File: src/rtl/keypad_pkg.sv
// Shared types and constants for the 4x4 hex keypad scanner.
package keypad_pkg;

    localparam int NUM_COLS = 4;
    localparam int NUM_ROWS = 4;
    localparam int COL_W    = 2;
    localparam int ROW_W    = 2;

    typedef enum logic [1:0] {
        ST_IDLE     = 2'd0,
        ST_DEBOUNCE = 2'd1,
        ST_PRESSED  = 2'd2,
        ST_RELEASE  = 2'd3
    } kp_state_e;

    // Outcome of one full four-column scan.
    typedef enum logic [1:0] {
        SCAN_NONE  = 2'd0,
        SCAN_ONE   = 2'd1,
        SCAN_MULTI = 2'd2
    } scan_cls_e;

    // Physical keypad legend: row/column position to hex code.
    function automatic logic [3:0] key_code(input logic [ROW_W-1:0] row,
                                            input logic [COL_W-1:0] col);
        logic [3:0] code;
        case ({row, col})
            4'h0:    code = 4'h1;
            4'h1:    code = 4'h2;
            4'h2:    code = 4'h3;
            4'h3:    code = 4'hA;
            4'h4:    code = 4'h4;
            4'h5:    code = 4'h5;
            4'h6:    code = 4'h6;
            4'h7:    code = 4'hB;
            4'h8:    code = 4'h7;
            4'h9:    code = 4'h8;
            4'hA:    code = 4'h9;
            4'hB:    code = 4'hC;
            4'hC:    code = 4'h0;
            4'hD:    code = 4'hF;
            4'hE:    code = 4'hE;
            4'hF:    code = 4'hD;
            default: code = 4'h0;
        endcase
        return code;
    endfunction

endpackage

File: src/rtl/keypad_scanner_scan_tick.sv
// Column-step timebase: free-running divider with a one-clock tick at terminal count.
module scan_tick #(
    parameter int CLK_XTAL = 50000000,
    parameter int SCAN_HZ  = 1000
) (
    input  logic clk,
    input  logic rst,
    output logic tick
);

    localparam int DIV   = (CLK_XTAL / SCAN_HZ > 0) ? CLK_XTAL / SCAN_HZ : 1;
    localparam int DIV_W = (DIV > 1) ? $clog2(DIV) : 1;
    localparam logic [DIV_W-1:0] DIV_TC = DIV_W'(DIV - 1);

    logic [DIV_W-1:0] div_q;

    // Divider counts 0..DIV-1 and wraps.
    always_ff @(posedge clk or negedge rst) begin
        if (!rst) begin
            div_q <= '0;
        end else if (div_q == DIV_TC) begin
            div_q <= '0;
        end else begin
            div_q <= div_q + 1'b1;
        end
    end

    assign tick = (div_q == DIV_TC);

endmodule

File: src/rtl/keypad_scanner.sv
// 4x4 keypad scanner: column drive, row synchronizer, per-scan classification,
// and a press/release debounce FSM producing a hex code plus a valid pulse.
//
//   state    | meaning
//   ---------+-------------------------------------------------------
//   IDLE     | no key accepted; waiting for a scan with exactly one key
//   DEBOUNCE | candidate key seen on cnt consecutive scans
//   PRESSED  | key accepted, key_down high, waiting for an empty scan
//   RELEASE  | empty scans counted; key_down drops once confirmed
module keypad_scanner
    import keypad_pkg::*;
#(
    parameter int CLK_XTAL       = 50000000,
    parameter int SCAN_HZ        = 1000,
    parameter int DEBOUNCE_SCANS = 4
) (
    input  logic                clk,
    input  logic                rst,
    input  logic [NUM_ROWS-1:0] filas,
    output logic [NUM_COLS-1:0] columnas,
    output logic [3:0]          key_value,
    output logic                key_valid,
    output logic                key_down
);

    localparam int CNT_W = (DEBOUNCE_SCANS > 1) ? $clog2(DEBOUNCE_SCANS + 1) : 1;
    localparam logic [CNT_W-1:0] CNT_DONE = CNT_W'(DEBOUNCE_SCANS);
    localparam logic [CNT_W-1:0] CNT_ONE  = CNT_W'(1);

    logic                tick;
    logic [NUM_ROWS-1:0] sync1_q, sync2_q;
    logic [COL_W-1:0]    col_q;
    logic [1:0]          acc_hits_q;
    logic [3:0]          acc_code_q;

    logic [1:0]          cur_hits;
    logic [ROW_W-1:0]    cur_row;
    logic [3:0]          cur_code;
    logic [1:0]          base_hits;
    logic [2:0]          hit_sum;
    logic [1:0]          tot_hits;
    logic [3:0]          tot_code;
    logic                scan_end;
    scan_cls_e           scan_cls;

    kp_state_e           state_q, state_d;
    logic [CNT_W-1:0]    cnt_q, cnt_d;
    logic [CNT_W-1:0]    cnt_inc;
    logic [3:0]          cand_q, cand_d;
    logic [3:0]          key_value_q, key_value_d;
    logic                key_valid_q, key_valid_d;

    scan_tick #(
        .CLK_XTAL (CLK_XTAL),
        .SCAN_HZ  (SCAN_HZ)
    ) u_scan_tick (
        .clk  (clk),
        .rst  (rst),
        .tick (tick)
    );

    // Two-flop synchronizer for the asynchronous row inputs.
    always_ff @(posedge clk or negedge rst) begin
        if (!rst) begin
            sync1_q <= '1;
            sync2_q <= '1;
        end else begin
            sync1_q <= filas;
            sync2_q <= sync1_q;
        end
    end

    // Low rows in the current column: count saturates at 2, code from the lowest row.
    always_comb begin
        cur_hits = 2'd0;
        cur_row  = '0;
        for (int r = NUM_ROWS - 1; r >= 0; r--) begin
            if (!sync2_q[r]) begin
                cur_row = ROW_W'(r);
                if (cur_hits != 2'd2) begin
                    cur_hits = cur_hits + 2'd1;
                end
            end
        end
        cur_code = key_code(cur_row, col_q);
    end

    // Fold this column into the running scan result; column 0 starts a fresh scan.
    always_comb begin
        base_hits = (col_q == '0) ? 2'd0 : acc_hits_q;
        hit_sum   = {1'b0, base_hits} + {1'b0, cur_hits};
        tot_hits  = (hit_sum >= 3'd2) ? 2'd2 : hit_sum[1:0];
        tot_code  = (base_hits != 2'd0) ? acc_code_q : cur_code;
        scan_end  = tick && (col_q == COL_W'(NUM_COLS - 1));
        case (tot_hits)
            2'd0:    scan_cls = SCAN_NONE;
            2'd1:    scan_cls = SCAN_ONE;
            default: scan_cls = SCAN_MULTI;
        endcase
    end

    // Column index and scan accumulator advance on every tick.
    always_ff @(posedge clk or negedge rst) begin
        if (!rst) begin
            col_q      <= '0;
            acc_hits_q <= 2'd0;
            acc_code_q <= 4'h0;
        end else if (tick) begin
            col_q      <= col_q + 1'b1;
            acc_hits_q <= tot_hits;
            acc_code_q <= tot_code;
        end
    end

    // FSM state register together with the debounce counter and key registers.
    always_ff @(posedge clk or negedge rst) begin
        if (!rst) begin
            state_q     <= ST_IDLE;
            cnt_q       <= '0;
            cand_q      <= 4'h0;
            key_value_q <= 4'h0;
            key_valid_q <= 1'b0;
        end else begin
            state_q     <= state_d;
            cnt_q       <= cnt_d;
            cand_q      <= cand_d;
            key_value_q <= key_value_d;
            key_valid_q <= key_valid_d;
        end
    end

    // Next-state logic; decisions are taken only when a scan completes.
    always_comb begin
        state_d     = state_q;
        cnt_d       = cnt_q;
        cand_d      = cand_q;
        key_value_d = key_value_q;
        key_valid_d = 1'b0;
        cnt_inc     = cnt_q + 1'b1;
        if (scan_end) begin
            case (state_q)
                ST_IDLE: begin
                    if (scan_cls == SCAN_ONE) begin
                        cand_d = tot_code;
                        cnt_d  = CNT_ONE;
                        if (DEBOUNCE_SCANS <= 1) begin
                            key_value_d = tot_code;
                            key_valid_d = 1'b1;
                            state_d     = ST_PRESSED;
                        end else begin
                            state_d = ST_DEBOUNCE;
                        end
                    end
                end
                ST_DEBOUNCE: begin
                    if (scan_cls == SCAN_ONE && tot_code == cand_q) begin
                        cnt_d = cnt_inc;
                        if (cnt_inc == CNT_DONE) begin
                            key_value_d = cand_q;
                            key_valid_d = 1'b1;
                            state_d     = ST_PRESSED;
                        end
                    end else begin
                        cnt_d   = '0;
                        state_d = ST_IDLE;
                    end
                end
                ST_PRESSED: begin
                    if (scan_cls == SCAN_NONE) begin
                        cnt_d   = CNT_ONE;
                        state_d = (DEBOUNCE_SCANS <= 1) ? ST_IDLE : ST_RELEASE;
                    end
                end
                ST_RELEASE: begin
                    if (scan_cls == SCAN_NONE) begin
                        cnt_d = cnt_inc;
                        if (cnt_inc == CNT_DONE) begin
                            cnt_d   = '0;
                            state_d = ST_IDLE;
                        end
                    end else begin
                        state_d = ST_PRESSED;
                    end
                end
                default: state_d = ST_IDLE;
            endcase
        end
    end

    // Outputs: one column driven low, key held while pressed or releasing.
    always_comb begin
        columnas  = ~(NUM_COLS'(1) << col_q);
        key_value = key_value_q;
        key_valid = key_valid_q;
        key_down  = (state_q == ST_PRESSED) || (state_q == ST_RELEASE);
    end

endmodule

File: config.mk
export PLATFORM = sky130hd
export DESIGN_NAME = keypad_scanner
export DESIGN_NICKNAME = d
export VERILOG_FILES = /design/src/rtl/keypad_pkg.sv /design/src/rtl/keypad_scanner_scan_tick.sv /design/src/rtl/keypad_scanner.sv
export SDC_FILE = /design/constraint.sdc
export NUM_CORES = 1
export LEC_CHECK = 0
export BUFFER_PORTS_ARGS = -buffer_cell sky130_fd_sc_hd__buf_2
export CAP_MARGIN = 20
export CORE_AREA = 4 4 97 76
export DETAILED_ROUTE_END_ITERATION = 7
export DIE_AREA = 0 0 101 80
export PLACE_DENSITY = 0.61
export SYNTH_ARGS = -nofsm -noshare
export SYNTH_HDL_FRONTEND = slang
export SYNTH_HIERARCHICAL = 1
export SYNTH_SLANG_ARGS = --single-unit
File: constraint.sdc
create_clock -name clk -period 11.41 [get_ports clk]
set_clock_uncertainty 0.15 [all_clocks]
set_input_delay 2.282 -clock clk [delete_from_list [all_inputs] [get_ports clk]]
set_output_delay 2.282 -clock clk [all_outputs]
set_load 0.05 [all_outputs]
==> results of run 1 <==
## sequential cells by signal, summed over array words and instances, names as in the netlist
register,count
acc_hits_q,2
cand_q,4
sync2_q,4
sync1_q,4
key_valid,1
cnt_q,3
acc_code_q,4
key_value,4
state_q,2
col_q,2
u_scan_tick/div_q,16
## power by group
group          switching [W]  total [W]  internal, W
Sequential        0.00000165   0.000167     0.000166
Combinational      0.0000109  0.0000186   0.00000768
Clock              0.0000589   0.000125    0.0000657
Total              0.0000715   0.000311     0.000239
## layout make-up
| cell class | count | area [um^2] | share of cell area |
|---|---|---|---|
| clock buffer | 5 | 68.82 | 0.02448 |
| clock inverter | 3 | 43.79 | 0.01558 |
| inverter | 12 | 45.04 | 0.01602 |
| multi-input combinational | 165 | 1289 | 0.4584 |
| sequential | 46 | 1161 | 0.4130 |
| tap | 81 | 101.3 | 0.03605 |
| timing repair buffer | 17 | 102.6 | 0.03649 |
## critical path, delay by kind of cell (launching register included)
family,cells,cell delay [ns]
adder cells (fa/ha/maj),1,0.30
flip-flops,1,0.44
buffers and inverters,3,0.57
## cell usage after synthesis, types with 2 or more instances
master,instances
ha_1,13
nand4_1,4
nor2_1,19
a31oi_1,2
nand3_1,7
inv_1,12
buf_2,2
and2_1,2
dfstp_2,8
and4_1,4
a21oi_1,9
mux2_2,8
or2_2,2
o21ai_0,6
nor2b_1,2
xnor2_1,9
clkbuf_1,3
nor4_1,3
nand2b_1,3
xor2_1,10
mux2_4,5
o22ai_1,2
mux2i_1,5
nand2_1,21
dfrtp_1,38
## per-stage QoR
stage               utilization  hold slack, ns  cell area, um^2  instances  total power [W]
finish                   0.4472          0.2061             2811        329        0.0003105
global route             0.4472          0.2170             2811        329        0.0003239
CTS                      0.4440          0.2118             2791        328        0.0003146
detailed placement       0.4261          0.1984             2679        320        0.0001885
global placement         0.4261          0.1958             2679        320        0.0001880
floorplan                     -          0.1952             2539        231        0.0001818
## per-layer routing
layer  share of wire  global-route usage
met5               0                   0
met4           0.010             0.04382
met3           0.056             0.03581
met2            0.42              0.1761
met1            0.51              0.1740
## worst paths after layout
path | start | endpoint | slack (ns) | depth (start not counted)
worst max-delay path | col_q[0] | columnas[0] | 7.38 | 4
worst min-delay path | sync1_q[3] | sync2_q[3] | 0.21 | 0
worst max register to register | sync2_q[2] | key_value[3] | 7.53 | 16
worst min register to register | sync1_q[3] | sync2_q[3] | 0.21 | 0
max in group asynchronous | rst | sync2_q[0] | 8.86 | 2
min in group asynchronous | rst | key_value[2] | 1.70 | 1
## logic make-up (layout without fill, tap and decap cells)
logic type / after synthesis / after routing / share of synthesized area
adder cells (fa/ha/maj): 14 / 14 / 0.07196
AO/OA/AOI/OAI: 33 / 33 / 0.09611
XOR/XNOR: 19 / 19 / 0.06555
flip-flops: 46 / 46 / 0.4574
multiplexers: 18 / 18 / 0.08477
buffers and inverters: 20 / 37 / 0.03499
AND/OR/NAND/NOR: 81 / 81 / 0.1893
## placed cells by master (no fill, tap or decap), types with 5 or more instances in the layout
cell and n:
dfrtp_1 38, nand2_1 21, nor2_1 19, buf_2 15
ha_1 13, inv_1 12, xor2_1 10, a21oi_1 9
xnor2_1 9, mux2_2 8, dfstp_2 8, nand3_1 7
o21ai_0 6, mux2i_1 5, mux2_4 5, clkbuf_8 5
==> metrics.cfg, run 1 <==
[floorplanning]
die_h_um=80
die-area_mm2=0.008080
start_util=0.4038
die_x_um=101
coreArea_mm2=0.006287
placementRows=25
ios=16

[critical_path]
crit_arrival_ns=1.59
slowest_stage=dfrtp_1
end_kind=primary output
critPathKind=flop to primary output
crit_top_cell=inv_1
crit_path_start_kind=flop
cpPeakStageDelay_ns=0.44
critPathRequiredTime_ns=8.98
path_cells=inv_1 > ha_1 > inv_1 > buf_2
path_max_fanout=6

[place]
globalplace.congestion=0.7740
hpwl_um=3177
dp_slack_ns=7.557
portBuffers=15

[clocking]
htree_levels=2
ctsHoldBuffers=0
cts_resized=0
cts_buffers=5
postCtsSetupRepairBufs=0
cts.sinks=46
clk-insertion-delay-late_ns=0.30
tritoncts=yes
clockBufferDepth=2
clkSlewWorstSetupHoldPaths_ns=0.09
cts_root_buffer=clkbuf_8

[sta]
rsz0062_at_grt=false
drv_slew=0
fin_ws_ns=7.384
worstMarginPinSlew_ns=0.8944
fin_tns_setup_ns=0
setup_viol=0
post-route-period-util=0.3529
hold_viol_final=0
relSlewSlack=0.3982
max_freq_ghz=0.2484
fin_crit_ns=4.026

[global_route]
grt_use_total=0.1226
grt_overflow=0
grt_pass1_wl_um=7817
grt_max_degree=47
grt_pass1_vias=1625
antenna_found_initial=0

[power]
ir_worst_vdd_uv=67.68
cellPowerDensity_mw_per_mm2=110.4
cellLeakagePower_nw=1.352

[synth]
ys.warnings.count=6
seq_area_frac_synth=0.4574
synth_edf_count=0
syn_inst=231
synth_fp_nets=251
synth.top_cell.area_share=0.3746
synthDistinctLibCells=57
ys.flop_type=dfrtp_1
synth.area.top_cells=dfrtp_1 37%, dfstp_2 8.3%, ha_1 6.4%
synth.avg_cell_area_um2=10.99
ys_async_sr_fraction=1.000
yosys.area.top_type=dfrtp_1
ys_ff_latch=46
synthesis.area_mm2=0.002539

[finish]
n_antenna_cell=0
synthToLayoutAreaGrowth_pct=10.74
n_fill_cell=580
drive_gt1_frac=0.2419
layout.nets=267

[route]
vias_per_cell=5.018
drtIter0Drc=61
ant_nets=0
drt-total-wl_um=4498
wl_per_cell_um=13.67
vias=1651
firstDrtPassIters=4
drcViolationCount=0

[run_status]
status=complete, no violations

[hold_path]
holdCritPathClass=flop to flop

[run]
maxCapViolations=0

No activity file was read; power rests on OpenSTA's default activity.
==> inputs of run 2 (changes only) <==
clock period = 3.9 ns   (was 11.41 ns; I/O delays follow)
==> run 2 against run 1 <==
Utilization increased by 0.98 points. Critical path type is now flop to flop. Flip-flop and latch count unchanged. Sequential power grew to 2.9 times the previous value. Design area is 2.2% higher. Highest routed layer unchanged. Non-clock buffer count increased by 6. Clock-buffer cell count is 1 higher. Via count increased by 4.3%. Largest power group unchanged. Power grew to 2.7 times the previous value. Largest cell class unchanged.
==> metrics.cfg, run 2 (same netlist as run 1, synthesis figures left out) <==
[global_route]
grt_max_degree=47
grt_use_total=0.1313
grt_pass1_vias=1737
grt_overflow=0
grt_pass1_wl_um=8286
antenna_found_initial=0

[finish]
largest_register_ffs=16
n_fill_cell=600
top_register=u_scan_tick/div_q
final_cell_mix=38 x dfrtp_1, 21 x nand2_1, 18 x nor2_1, 15 x buf_2, 10 x xor2_1
multi_input_area_mm2=0.001331
n_antenna_cell=0
synthToLayoutAreaGrowth_pct=13.16
final_common_cell=dfrtp_1
seqCellArea_mm2=0.001161
layout.nets=273
drive_gt1_frac=0.2992

[critical_path]
path_max_fanout=4
crit_arrival_ns=3.88
end_kind=flop
crit_path_start_kind=flop
critPathRequiredTime_ns=3.95
r2r_start=sync2_q[2]
critPathKind=flop to flop
crit_path_start=sync2_q[2]

[sta]
hold_viol_final=0
relSlewSlack=0.4133
fin_tns_setup_ns=0
max_freq_ghz=0.2605
drv_slew=0
setup_viol=0
worstMarginPinSlew_ns=0.8782
rsz0062_at_grt=true
fin_crit_ns=3.838
timing.hold.ws_ns=0.1844
post-route-period-util=0.9842

[floorplanning]
die_x_um=101
ios=16
coreArea_mm2=0.006287
placementRows=25
die-area_mm2=0.008080
die_h_um=80
start_util=0.4038

[clocking]
tritoncts=yes
cts_root_buffer=clkbuf_8
clkSlewWorstSetupHoldPaths_ns=0.09
cts_buffers=5
cts.sinks=46
clockBufferDepth=2
htree_levels=2
clk-insertion-delay-late_ns=0.31

[route]
ant_nets=0
wl_per_cell_um=14.20
vias=1722
drtIter0Drc=59
drcViolationCount=0
drt-total-wl_um=4756
firstDrtPassIters=4
vias_per_cell=5.140

[power]
ir_worst_vdd_uv=143.1
cellLeakagePower_nw=1.359
cellPowerDensity_mw_per_mm2=296.9

[place]
hpwl_um=3347
portBuffers=15
globalplace.congestion=0.7678

[run]
maxCapViolations=0

[run_status]
status=complete, no violations

[hold_path]
holdCritPathClass=primary input to asynchronous set/reset pin

==> run 2: cell count changes in the layout (fill, tap and decap cells not counted), moves of 2 or more <==
cell | before | now
inv_2 | 0 | 3
buf_4 | 1 | 7
a21oi_1 | 9 | 7
ha_1 | 13 | 9
a21oi_2 | 0 | 2
inv_1 | 12 | 9
ha_2 | 0 | 3
==> run 2: cell type report <==
| cell class | instances | share of cell area |
|---|---|---|
| clock buffers | 6 | 0.02526 |
| clock inverters | 2 | 0.004791 |
| inverters | 12 | 0.01568 |
| well taps | 81 | 0.03528 |
| flip-flops and latches | 46 | 0.4042 |
| repair buffers | 23 | 0.05139 |
| multi-input cells | 165 | 0.4634 |
==> run 2: critical path, cell delays in order (launching register included) <==
cell and delay (ns):
dfstp_2 0.56, inv_2 0.05, ha_4 0.23, mux2i_4 0.14, ha_2 0.20, nor2_2 0.04
a21oi_2 0.10, ha_2 0.18, inv_2 0.04, fa_1 0.55, and4b_1 0.19, o211ai_1 0.10
a211oi_2 0.26, nand2_1 0.08, nand4b_4 0.18, nor3_4 0.35, mux2_4 0.34
==> run 2: timing repair <==
action                                  in CTS  in global routing
hold buffers                                 0                  0
gates resized for setup                      0                 12
endpoints found under the setup margin       0                  4
setup buffers                                0                  5
==> run 2: metal layers <==
layer,routed length (um),share of wire,GRT usage,vias up
li1,-,-,-,845
met1,2356,0.50,0.1813,840
met2,2116,0.44,0.1919,28
met3,203,0.043,0.03319,9
met4,80,0.017,0.05976,0
met5,0,0,0,-
==> run 2: power by group <==
| group | leakage [nW] | total, W | switching [W] | internal, W |
|---|---|---|---|---|
| Combinational | 0.713 | 0.0000673 | 0.0000365 | 0.0000307 |
| Clock | 0.0452 | 0.000296 | 0.000169 | 0.000127 |
| Sequential | 0.601 | 0.000490 | 0.00000555 | 0.000484 |
==> run 2: final timing paths <==
check | end | slack [ns] | depth (start not counted)
setup / recovery | key_value[0] | 0.06 | 16
hold / removal | key_valid | 0.18 | 1
setup reg to reg | key_value[0] | 0.06 | 16
hold reg to reg | sync2_q[3] | 0.21 | 0
max in group asynchronous | sync1_q[0] | 2.89 | 2
min in group clk | sync2_q[3] | 0.21 | 0
==> run 2: stage by stage <==
stage | setup WS, ns | area (um^2) | utilization | total power [W] | std cells
floorplan | 0.3012 | 2539 | - | 0.0005320 | 231
global placement | 0.1067 | 2686 | 0.4273 | 0.0005502 | 321
detailed placement | 0.05352 | 2686 | 0.4273 | 0.0005520 | 321
CTS | 0.02737 | 2773 | 0.4410 | 0.0008541 | 329
global route | -0.1825 | 2873 | 0.4569 | 0.0008979 | 335
finish | 0.06164 | 2873 | 0.4569 | 0.0008530 | 335
